--- config.mk ---
export PLATFORM = sky130hd
export DESIGN_NAME = dcache_port_arbiter_flat
export DESIGN_NICKNAME = d
export VERILOG_FILES = /design/src/rtl/dcache_port_arbiter_pkg.sv /design/src/rtl/dcache_port_arbiter_if.sv /design/src/rtl/dcache_port_arbiter_id_fifo.sv /design/src/rtl/dcache_port_arbiter.sv /design/src/flat_wrapper.sv
export SDC_FILE = /design/constraint.sdc
export NUM_CORES = 1
export LEC_CHECK = 0
export ABC_AREA = 1
export BUFFER_PORTS_ARGS = -buffer_cell sky130_fd_sc_hd__buf_2
export CAP_MARGIN = 0
export CELL_PAD_IN_SITES_DETAIL_PLACEMENT = 0
export CELL_PAD_IN_SITES_GLOBAL_PLACEMENT = 1
export CORE_AREA = 2 2 149 151
export CTS_CLUSTER_DIAMETER = 120
export DETAILED_ROUTE_END_ITERATION = 12
export DIE_AREA = 0 0 151 153
export GPL_ROUTABILITY_DRIVEN = 0
export GPL_TIMING_DRIVEN = 0
export PLACE_DENSITY = 0.63
export SYNTH_ARGS = -nofsm -noshare
export SYNTH_HDL_FRONTEND = slang
export SYNTH_HIERARCHICAL = 1
export SYNTH_SLANG_ARGS = --single-unit
--- constraint.sdc ---
create_clock -name clk_i -period 3.8 [get_ports clk_i]
set_input_delay 0.76 -clock clk_i [delete_from_list [all_inputs] [get_ports clk_i]]
set_output_delay 0.76 -clock clk_i [all_outputs]
set_load 0.05 [all_outputs]
--- src/rtl/dcache_port_arbiter_pkg.sv ---
// Shared constants and FSM encoding for the dcache port arbiter and its read-ID FIFO.
package dcache_arb_pkg;
    localparam int DEF_NR_PORTS        = 3;
    localparam int DEF_PAYLOAD_W       = 76;
    localparam int DEF_XLEN            = 32;
    localparam int DEF_MAX_OUTSTANDING = 2;

    localparam int ID_W  = $clog2(DEF_NR_PORTS);
    localparam int CNT_W = $clog2(DEF_MAX_OUTSTANDING) + 1;

    typedef logic [0:0] state_t;
    localparam state_t IDLE   = 1'b0;
    localparam state_t LOCKED = 1'b1;
endpackage

--- src/rtl/dcache_port_arbiter_if.sv ---
// Requester-side and dcache-side signals of the port arbiter; slave is the arbiter's view.
interface dcache_port_arbiter_if
    import dcache_arb_pkg::*;
#(
    parameter int NR_PORTS  = DEF_NR_PORTS,
    parameter int PAYLOAD_W = DEF_PAYLOAD_W,
    parameter int XLEN      = DEF_XLEN
);
    logic [NR_PORTS-1:0]           req_i;
    logic [NR_PORTS-1:0]           we_i;
    logic [NR_PORTS*PAYLOAD_W-1:0] payload_i;
    logic [NR_PORTS-1:0]           gnt_o;
    logic [NR_PORTS-1:0]           rvalid_o;
    logic [XLEN-1:0]               rdata_o;
    logic                          req_o;
    logic                          we_o;
    logic [PAYLOAD_W-1:0]          payload_o;
    logic                          gnt_i;
    logic                          rvalid_i;
    logic [XLEN-1:0]               rdata_i;
    logic                          err_o;

    modport slave (
        input  req_i, we_i, payload_i, gnt_i, rvalid_i, rdata_i,
        output gnt_o, rvalid_o, rdata_o, req_o, we_o, payload_o, err_o
    );

    modport master (
        output req_i, we_i, payload_i, gnt_i, rvalid_i, rdata_i,
        input  gnt_o, rvalid_o, rdata_o, req_o, we_o, payload_o, err_o
    );
endinterface

--- src/rtl/dcache_port_arbiter_id_fifo.sv ---
// In-order FIFO of requester IDs for reads still awaiting a dcache response.
module dcache_arb_id_fifo
    import dcache_arb_pkg::*;
#(
    parameter int DEPTH = DEF_MAX_OUTSTANDING,
    parameter int WIDTH = ID_W
) (
    input  logic             clk_i,
    input  logic             rst_ni,
    input  logic             push,
    input  logic             pop,
    input  logic [WIDTH-1:0] din,
    output logic [WIDTH-1:0] head,
    output logic             full,
    output logic             empty
);
    localparam int PTR_W = (DEPTH > 1) ? $clog2(DEPTH) : 1;
    localparam int OCC_W = $clog2(DEPTH) + 1;

    logic [WIDTH-1:0] mem [DEPTH];
    logic [PTR_W-1:0] wr_ptr;
    logic [PTR_W-1:0] rd_ptr;
    logic [OCC_W-1:0] count;
    logic             push_en;
    logic             pop_en;

    assign full    = (count == OCC_W'(DEPTH));
    assign empty   = (count == '0);
    assign push_en = push && !full;
    assign pop_en  = pop && !empty;
    assign head    = mem[rd_ptr];

    always_ff @(posedge clk_i) begin
        if (push_en) begin
            mem[wr_ptr] <= din;
        end
    end

    // DEPTH is a power of two, so pointers wrap naturally.
    always_ff @(posedge clk_i or negedge rst_ni) begin
        if (!rst_ni) begin
            wr_ptr <= '0;
            rd_ptr <= '0;
            count  <= '0;
        end else begin
            if (push_en) wr_ptr <= wr_ptr + 1'b1;
            if (pop_en)  rd_ptr <= rd_ptr + 1'b1;
            case ({push_en, pop_en})
                2'b10:   count <= count + 1'b1;
                2'b01:   count <= count - 1'b1;
                default: count <= count;
            endcase
        end
    end
endmodule

--- src/rtl/dcache_port_arbiter.sv ---
// Shares one dcache request port between LSU requesters and routes read responses back in order.
// DCACHE_ARB_FIXED_PRIO_EN selects fixed priority (lowest index wins) instead of round-robin.
//
// state  | meaning
// IDLE   | scanning requesters; grant may complete in the same cycle
// LOCKED | dcache stalled; selection frozen until gnt_i
module dcache_port_arbiter
    import dcache_arb_pkg::*;
#(
    parameter int NR_PORTS        = DEF_NR_PORTS,
    parameter int PAYLOAD_W       = DEF_PAYLOAD_W,
    parameter int XLEN            = DEF_XLEN,
    parameter int MAX_OUTSTANDING = DEF_MAX_OUTSTANDING
) (
    input logic                 clk_i,
    input logic                 rst_ni,
    dcache_port_arbiter_if.slave bus
);
    localparam int SEL_W = (NR_PORTS > 1) ? $clog2(NR_PORTS) : 1;

    state_t              state_q;
    logic [SEL_W-1:0]    sel_q;
    logic [SEL_W-1:0]    sel_scan;
    logic [SEL_W-1:0]    sel;
    logic [SEL_W-1:0]    head_id;
    logic [NR_PORTS-1:0] elig;
    logic                any_elig;
    logic                grant;
    logic                push;
    logic                pop;
    logic                fifo_full;
    logic                fifo_empty;
    logic                err_q;
    int                  start_idx;

`ifdef DCACHE_ARB_FIXED_PRIO_EN
    assign start_idx = 0;
`else
    logic [SEL_W-1:0] rr_ptr_q;

    assign start_idx = int'(rr_ptr_q);

    always_ff @(posedge clk_i or negedge rst_ni) begin
        if (!rst_ni) begin
            rr_ptr_q <= '0;
        end else if (grant) begin
            rr_ptr_q <= (sel == SEL_W'(NR_PORTS - 1)) ? '0 : sel + 1'b1;
        end
    end
`endif

    // Full check uses the registered occupancy, so a same-cycle pop never frees a slot.
    assign elig = bus.req_i & (bus.we_i | {NR_PORTS{~fifo_full}});

    always_comb begin
        int               idx;
        logic [SEL_W-1:0] cand;
        sel_scan = '0;
        any_elig = 1'b0;
        idx      = 0;
        cand     = '0;
        for (int i = 0; i < NR_PORTS; i++) begin
            idx  = (start_idx + i) % NR_PORTS;
            cand = SEL_W'(idx);
            if (!any_elig && elig[cand]) begin
                any_elig = 1'b1;
                sel_scan = cand;
            end
        end
    end

    assign sel = (state_q == LOCKED) ? sel_q : sel_scan;

    // Gating with rst_ni keeps the dcache-side outputs quiet the instant reset asserts.
    assign bus.req_o     = rst_ni && ((state_q == LOCKED) || any_elig);
    assign bus.we_o      = bus.req_o && bus.we_i[sel];
    assign bus.payload_o = bus.payload_i[int'(sel)*PAYLOAD_W +: PAYLOAD_W];

    assign grant     = bus.req_o && bus.gnt_i;
    assign bus.gnt_o = grant ? (NR_PORTS'(1) << sel) : '0;

    assign push         = grant && !bus.we_o;
    assign pop          = bus.rvalid_i && !fifo_empty;
    assign bus.rvalid_o = pop ? (NR_PORTS'(1) << head_id) : '0;
    assign bus.rdata_o  = bus.rdata_i;
    assign bus.err_o    = err_q;

    always_ff @(posedge clk_i or negedge rst_ni) begin
        if (!rst_ni) begin
            state_q <= IDLE;
            sel_q   <= '0;
        end else begin
            case (state_q)
                IDLE: begin
                    if (any_elig && !bus.gnt_i) begin
                        state_q <= LOCKED;
                        sel_q   <= sel_scan;
                    end
                end
                LOCKED: begin
                    if (bus.gnt_i) state_q <= IDLE;
                end
                default: state_q <= IDLE;
            endcase
        end
    end

    always_ff @(posedge clk_i or negedge rst_ni) begin
        if (!rst_ni) begin
            err_q <= 1'b0;
        end else if (bus.rvalid_i && fifo_empty) begin
            err_q <= 1'b1;
        end
    end

    dcache_arb_id_fifo #(
        .DEPTH (MAX_OUTSTANDING),
        .WIDTH (SEL_W)
    ) u_id_fifo (
        .clk_i  (clk_i),
        .rst_ni (rst_ni),
        .push   (push),
        .pop    (pop),
        .din    (sel),
        .head   (head_id),
        .full   (fifo_full),
        .empty  (fifo_empty)
    );
endmodule

--- src/flat_wrapper.sv ---
// flat-port wrapper written by rule: the top's interface ports become plain ports
module dcache_port_arbiter_flat import dcache_arb_pkg::*;
#(
    parameter int NR_PORTS        = DEF_NR_PORTS,
    parameter int PAYLOAD_W       = DEF_PAYLOAD_W,
    parameter int XLEN            = DEF_XLEN,
    parameter int MAX_OUTSTANDING = DEF_MAX_OUTSTANDING
)
  (clk_i, rst_ni, bus_req_i, bus_we_i, bus_payload_i, bus_gnt_i, bus_rvalid_i, bus_rdata_i, bus_gnt_o, bus_rvalid_o, bus_rdata_o, bus_req_o, bus_we_o, bus_payload_o, bus_err_o);
  dcache_port_arbiter_if #(.NR_PORTS(NR_PORTS), .PAYLOAD_W(PAYLOAD_W), .XLEN(XLEN)) bus_i ();
  input logic clk_i;
  input logic rst_ni;
  input wire logic [$bits(bus_i.req_i)-1:0] bus_req_i;
  input wire logic [$bits(bus_i.we_i)-1:0] bus_we_i;
  input wire logic [$bits(bus_i.payload_i)-1:0] bus_payload_i;
  input wire logic [$bits(bus_i.gnt_i)-1:0] bus_gnt_i;
  input wire logic [$bits(bus_i.rvalid_i)-1:0] bus_rvalid_i;
  input wire logic [$bits(bus_i.rdata_i)-1:0] bus_rdata_i;
  output wire logic [$bits(bus_i.gnt_o)-1:0] bus_gnt_o;
  output wire logic [$bits(bus_i.rvalid_o)-1:0] bus_rvalid_o;
  output wire logic [$bits(bus_i.rdata_o)-1:0] bus_rdata_o;
  output wire logic [$bits(bus_i.req_o)-1:0] bus_req_o;
  output wire logic [$bits(bus_i.we_o)-1:0] bus_we_o;
  output wire logic [$bits(bus_i.payload_o)-1:0] bus_payload_o;
  output wire logic [$bits(bus_i.err_o)-1:0] bus_err_o;
  assign bus_i.req_i = bus_req_i;
  assign bus_i.we_i = bus_we_i;
  assign bus_i.payload_i = bus_payload_i;
  assign bus_i.gnt_i = bus_gnt_i;
  assign bus_i.rvalid_i = bus_rvalid_i;
  assign bus_i.rdata_i = bus_rdata_i;
  assign bus_gnt_o = bus_i.gnt_o;
  assign bus_rvalid_o = bus_i.rvalid_o;
  assign bus_rdata_o = bus_i.rdata_o;
  assign bus_req_o = bus_i.req_o;
  assign bus_we_o = bus_i.we_o;
  assign bus_payload_o = bus_i.payload_o;
  assign bus_err_o = bus_i.err_o;
  dcache_port_arbiter #(.NR_PORTS(NR_PORTS), .PAYLOAD_W(PAYLOAD_W), .XLEN(XLEN), .MAX_OUTSTANDING(MAX_OUTSTANDING)) u_core (.clk_i(clk_i), .rst_ni(rst_ni), .bus(bus_i));
endmodule
==> results.md <==
- Register bit count reported by yosys: 14
- Layout cell share with drive strength beyond 1: between 50% and 60%
- Clock root buffer: clkbuf_16
- FP Rows: 54
- Slew headroom: 80.8%
- HP Class: input pin to async pin
- Cells after Synth: roughly 510
- Net count, final: around 1100
- Cell variety after synth: 32
- CTS tree: yes
- CP Capture Point: bus_payload_o[42]
- Die X: 151 µm
- Htree depth: 1
- Critical Path AT: around 2.8 ns
- R2r startpoint: u_core/rr_ptr_q[0]
- Cell Area, Synth: approximately 2800 µm²
- CTS max path bufs: 2
- Maxcap violations: 0
- Reg-to-Reg End: u_core/u_id_fifo/count[1]
- Post-synth EDFFs: 4
- ANT nets after route: 0
- Vias per inst: 3.84
- Vias in the first global route: 4310
- Commonest non-fill, non-tap cell in the layout: buf_2
- Post-DP HPWL: around 13 mm
- Starting Density: between 10% and 20%
- Hold-fix buffers, CTS: 0
- Final WL: 15.5 mm
- Register area: 370 µm²
- Maximum fanout along the worst path: 10
- Worst setup EP type: output port
- Syn_area_per_cell: 5.54 µm²
- Top cells by area, synth: nand2_1 33%, nand3_1 14%, buf_4 9.1%, dfrtp_1 8.9%, nand3_2 4.6%
- Placed Instances: approximately 1100
- Core area: 21500 µm²
- FILL cells: between 2000 and 3000
- Die area: 23100 µm²
- Worst-path clk slew: 0.05 ns
- Critical path launch point: u_core/rr_ptr_q[0]
- Final Critical Period: around 3.6 ns
- Hold Violations, Final: 0
- Period utilization: 94.3%
- Crit path top cell by count: nand3_1
- Crit-path slowest cell: dfrtp_1
- Largest stage delay, worst path: around 0.4 ns
- Peak Freq: 279 MHz
- Critical path type: flop to output port
- Post-DP Area: 4940 µm²
- Sum of buffers and inverters on the critical path: 5
- Worst Path Required: 3.04 ns
- Initial antenna violation count: 0
- Async SR Flop Fraction: 71.4%
- Avg WL per Cell: 13.5 µm
- Clk sinks: 14
- DR DRC count: 0
- Finished Cell Area: approximately 5100 µm²
- Global-route wire length before repair: 22.6 mm
- Crit path launch type: flop
- Status: completed
- Chip Height: 153 µm
- Top cell type's share of synthesized area: 33.4%
- PortBufs: about 350
- Commonest cells after routing, fill and taps aside: 337 x buf_2, 251 x nand2_1, 80 x nand3_1
- Register area share after synthesis: 13.1%
- Crit path cell chain: inv_1 > ha_2 > inv_1 > nand3_1 > nand3_1 > nand2_1 > nand4_1 > nand3_2 > nand2_4 > nor2_4 > buf_6 > buf_4 > nand2_1 > nand3_1 > buf_2
- Post-Syn Nets: roughly 780
- GRT Total Usage: 12.4%
- Pre-Repair DR Iteration Count: 4
- Reg2reg path depth: 20
- Total grt overflow: 0
- Crit path max-delay family: simple AND/OR/NAND/NOR gates
- Antenna cell count: 0
- Main synth FF type: dfrtp_1
- Pin count of the biggest net entering global routing: 12
- Worst-Margin Slew: 0.290 ns
- Setup TNS: 0 ns
- Multi-input gate area: 1880 µm²
- Skew final: 0.00122 ns
- Layout Cells excl Fill: 1149
- CTS Buf Count: 3
- Reg-to-reg setup timing slack: 1.05 ns
- Layout Area Growth over Synthesis: 81.6%
- YS warnings: 6
- RSZ-0062 raised after global routing: false
- DR vias: 4410
- # setup viols final: 0
- DR iter-0 viols: 189
- Cell taking the most area after synthesis: nand2_1
- Clk_lat worst skew: about 0.24 ns
- CP Depth: 15
- Io pins: between 300 and 400
- Slew Limit Fails: 0
## cell usage after synthesis (2+ instances only)
cell	count
nand2_1	251
edfxtp_1	4
nand3_2	13
buf_4	34
nand2_2	19
clkbuf_1	3
a21oi_1	3
nor3_1	4
a31oi_1	2
o21ai_0	4
inv_1	28
buf_2	7
buf_6	10
dfrtp_1	10
nand3_1	80
nand4_1	4
inv_2	5
ha_1	4
nor2_1	9
inv_4	2
nand2_4	2
## registers in the layout (all words and copies together) (netlist names)
name                     flops
u_core/state_q               1
u_core/rr_ptr_q              2
u_core/u_id_fifo/wr_ptr      1
u_core/bus.err_o             1
u_core/u_id_fifo/mem         4
u_core/u_id_fifo/rd_ptr      1
u_core/sel_q                 2
u_core/u_id_fifo/count       2
## worst register-to-register path, stage by stage (launching register included)
cell and delay [ns]:
dfrtp_1 0.39, inv_1 0.08, ha_2 0.39, inv_1 0.08, nand3_1 0.08, nand3_1 0.07, nand2_1 0.11, nand4_1 0.12
nand2_1 0.10, nand2_2 0.07, nand2_4 0.11, inv_4 0.07, nand2_1 0.09, nand2_1 0.05, nor2_1 0.16, o21ai_2 0.10
ha_1 0.31, inv_1 0.08, nand3_1 0.07, nand2_1 0.06, nand2_1 0.05
## repair_timing
action	in CTS	in global routing
cloned	0	0
resized for setup	2	33
setup buffers	1	1
pin swaps	1	1
setup endpoints to repair	26	71
## routing by layer
layer | global-route usage (%) | vias to the layer above | routed length (µm)
li1 | - | 2291 | -
met1 | 15.3 | 1899 | 6470
met2 | 23.7 | 212 | 7830
met3 | 1.16 | 8 | 1100
met4 | 1.42 | 0 | 114
met5 | 0 | - | 0
## layout make-up
| cell class | instances | area share (%) |
|---|---|---|
| Timing Repair Buffer | 356 | 36.2 |
| Clock inverter | 1 | 0.0733 |
| Inverter | 35 | 2.66 |
| Clock buffer | 3 | 1.47 |
| Buffer | 56 | 8.74 |
| Tap cell | 280 | 6.84 |
| Multi-Input combinational cell | 404 | 36.8 |
| Sequential cell | 14 | 7.23 |
## stage by stage
stage	worst slack [ns]	utilization [%]	hold WS (ns)
finish	0.216	23.8	0.386
global route	0.00235	23.8	0.413
CTS	0.0787	23.4	0.396
detailed placement	0.0812	23.0	0.445
global placement	0.0437	23.0	0.437
floorplan	0.0224	-	0.442
## worst min-delay path by stage
| stage | start | to | slack, ns | depth (start not counted) |
|---|---|---|---|---|
| 2_1_floorplan | u_core/u_id_fifo/count[1] | u_core/u_id_fifo/count[1] | 0.44 | 2 |
| 3_3_place_gp | u_core/bus.err_o | u_core/bus.err_o | 0.44 | 1 |
| 3_5_place_dp | u_core/bus.err_o | u_core/bus.err_o | 0.45 | 1 |
| 4_1_cts | rst_ni | u_core/u_id_fifo/count[1] | 0.40 | 1 |
| 5_1_grt | rst_ni | u_core/u_id_fifo/count[1] | 0.41 | 1 |
| 6_report | rst_ni | u_core/u_id_fifo/count[1] | 0.39 | 1 |
## logic make-up after synthesis
group / synth area share [%]
simple gates: 61.4
xor+xnor: 0.311
buf+inv: 20.3
compound gates: 3.11
fa+ha+maj: 1.77
flops: 13.1
Power is left out: the tool's default activity adds up to more than one toggle a clock period on the data nets, which glitch-free logic cannot reach.
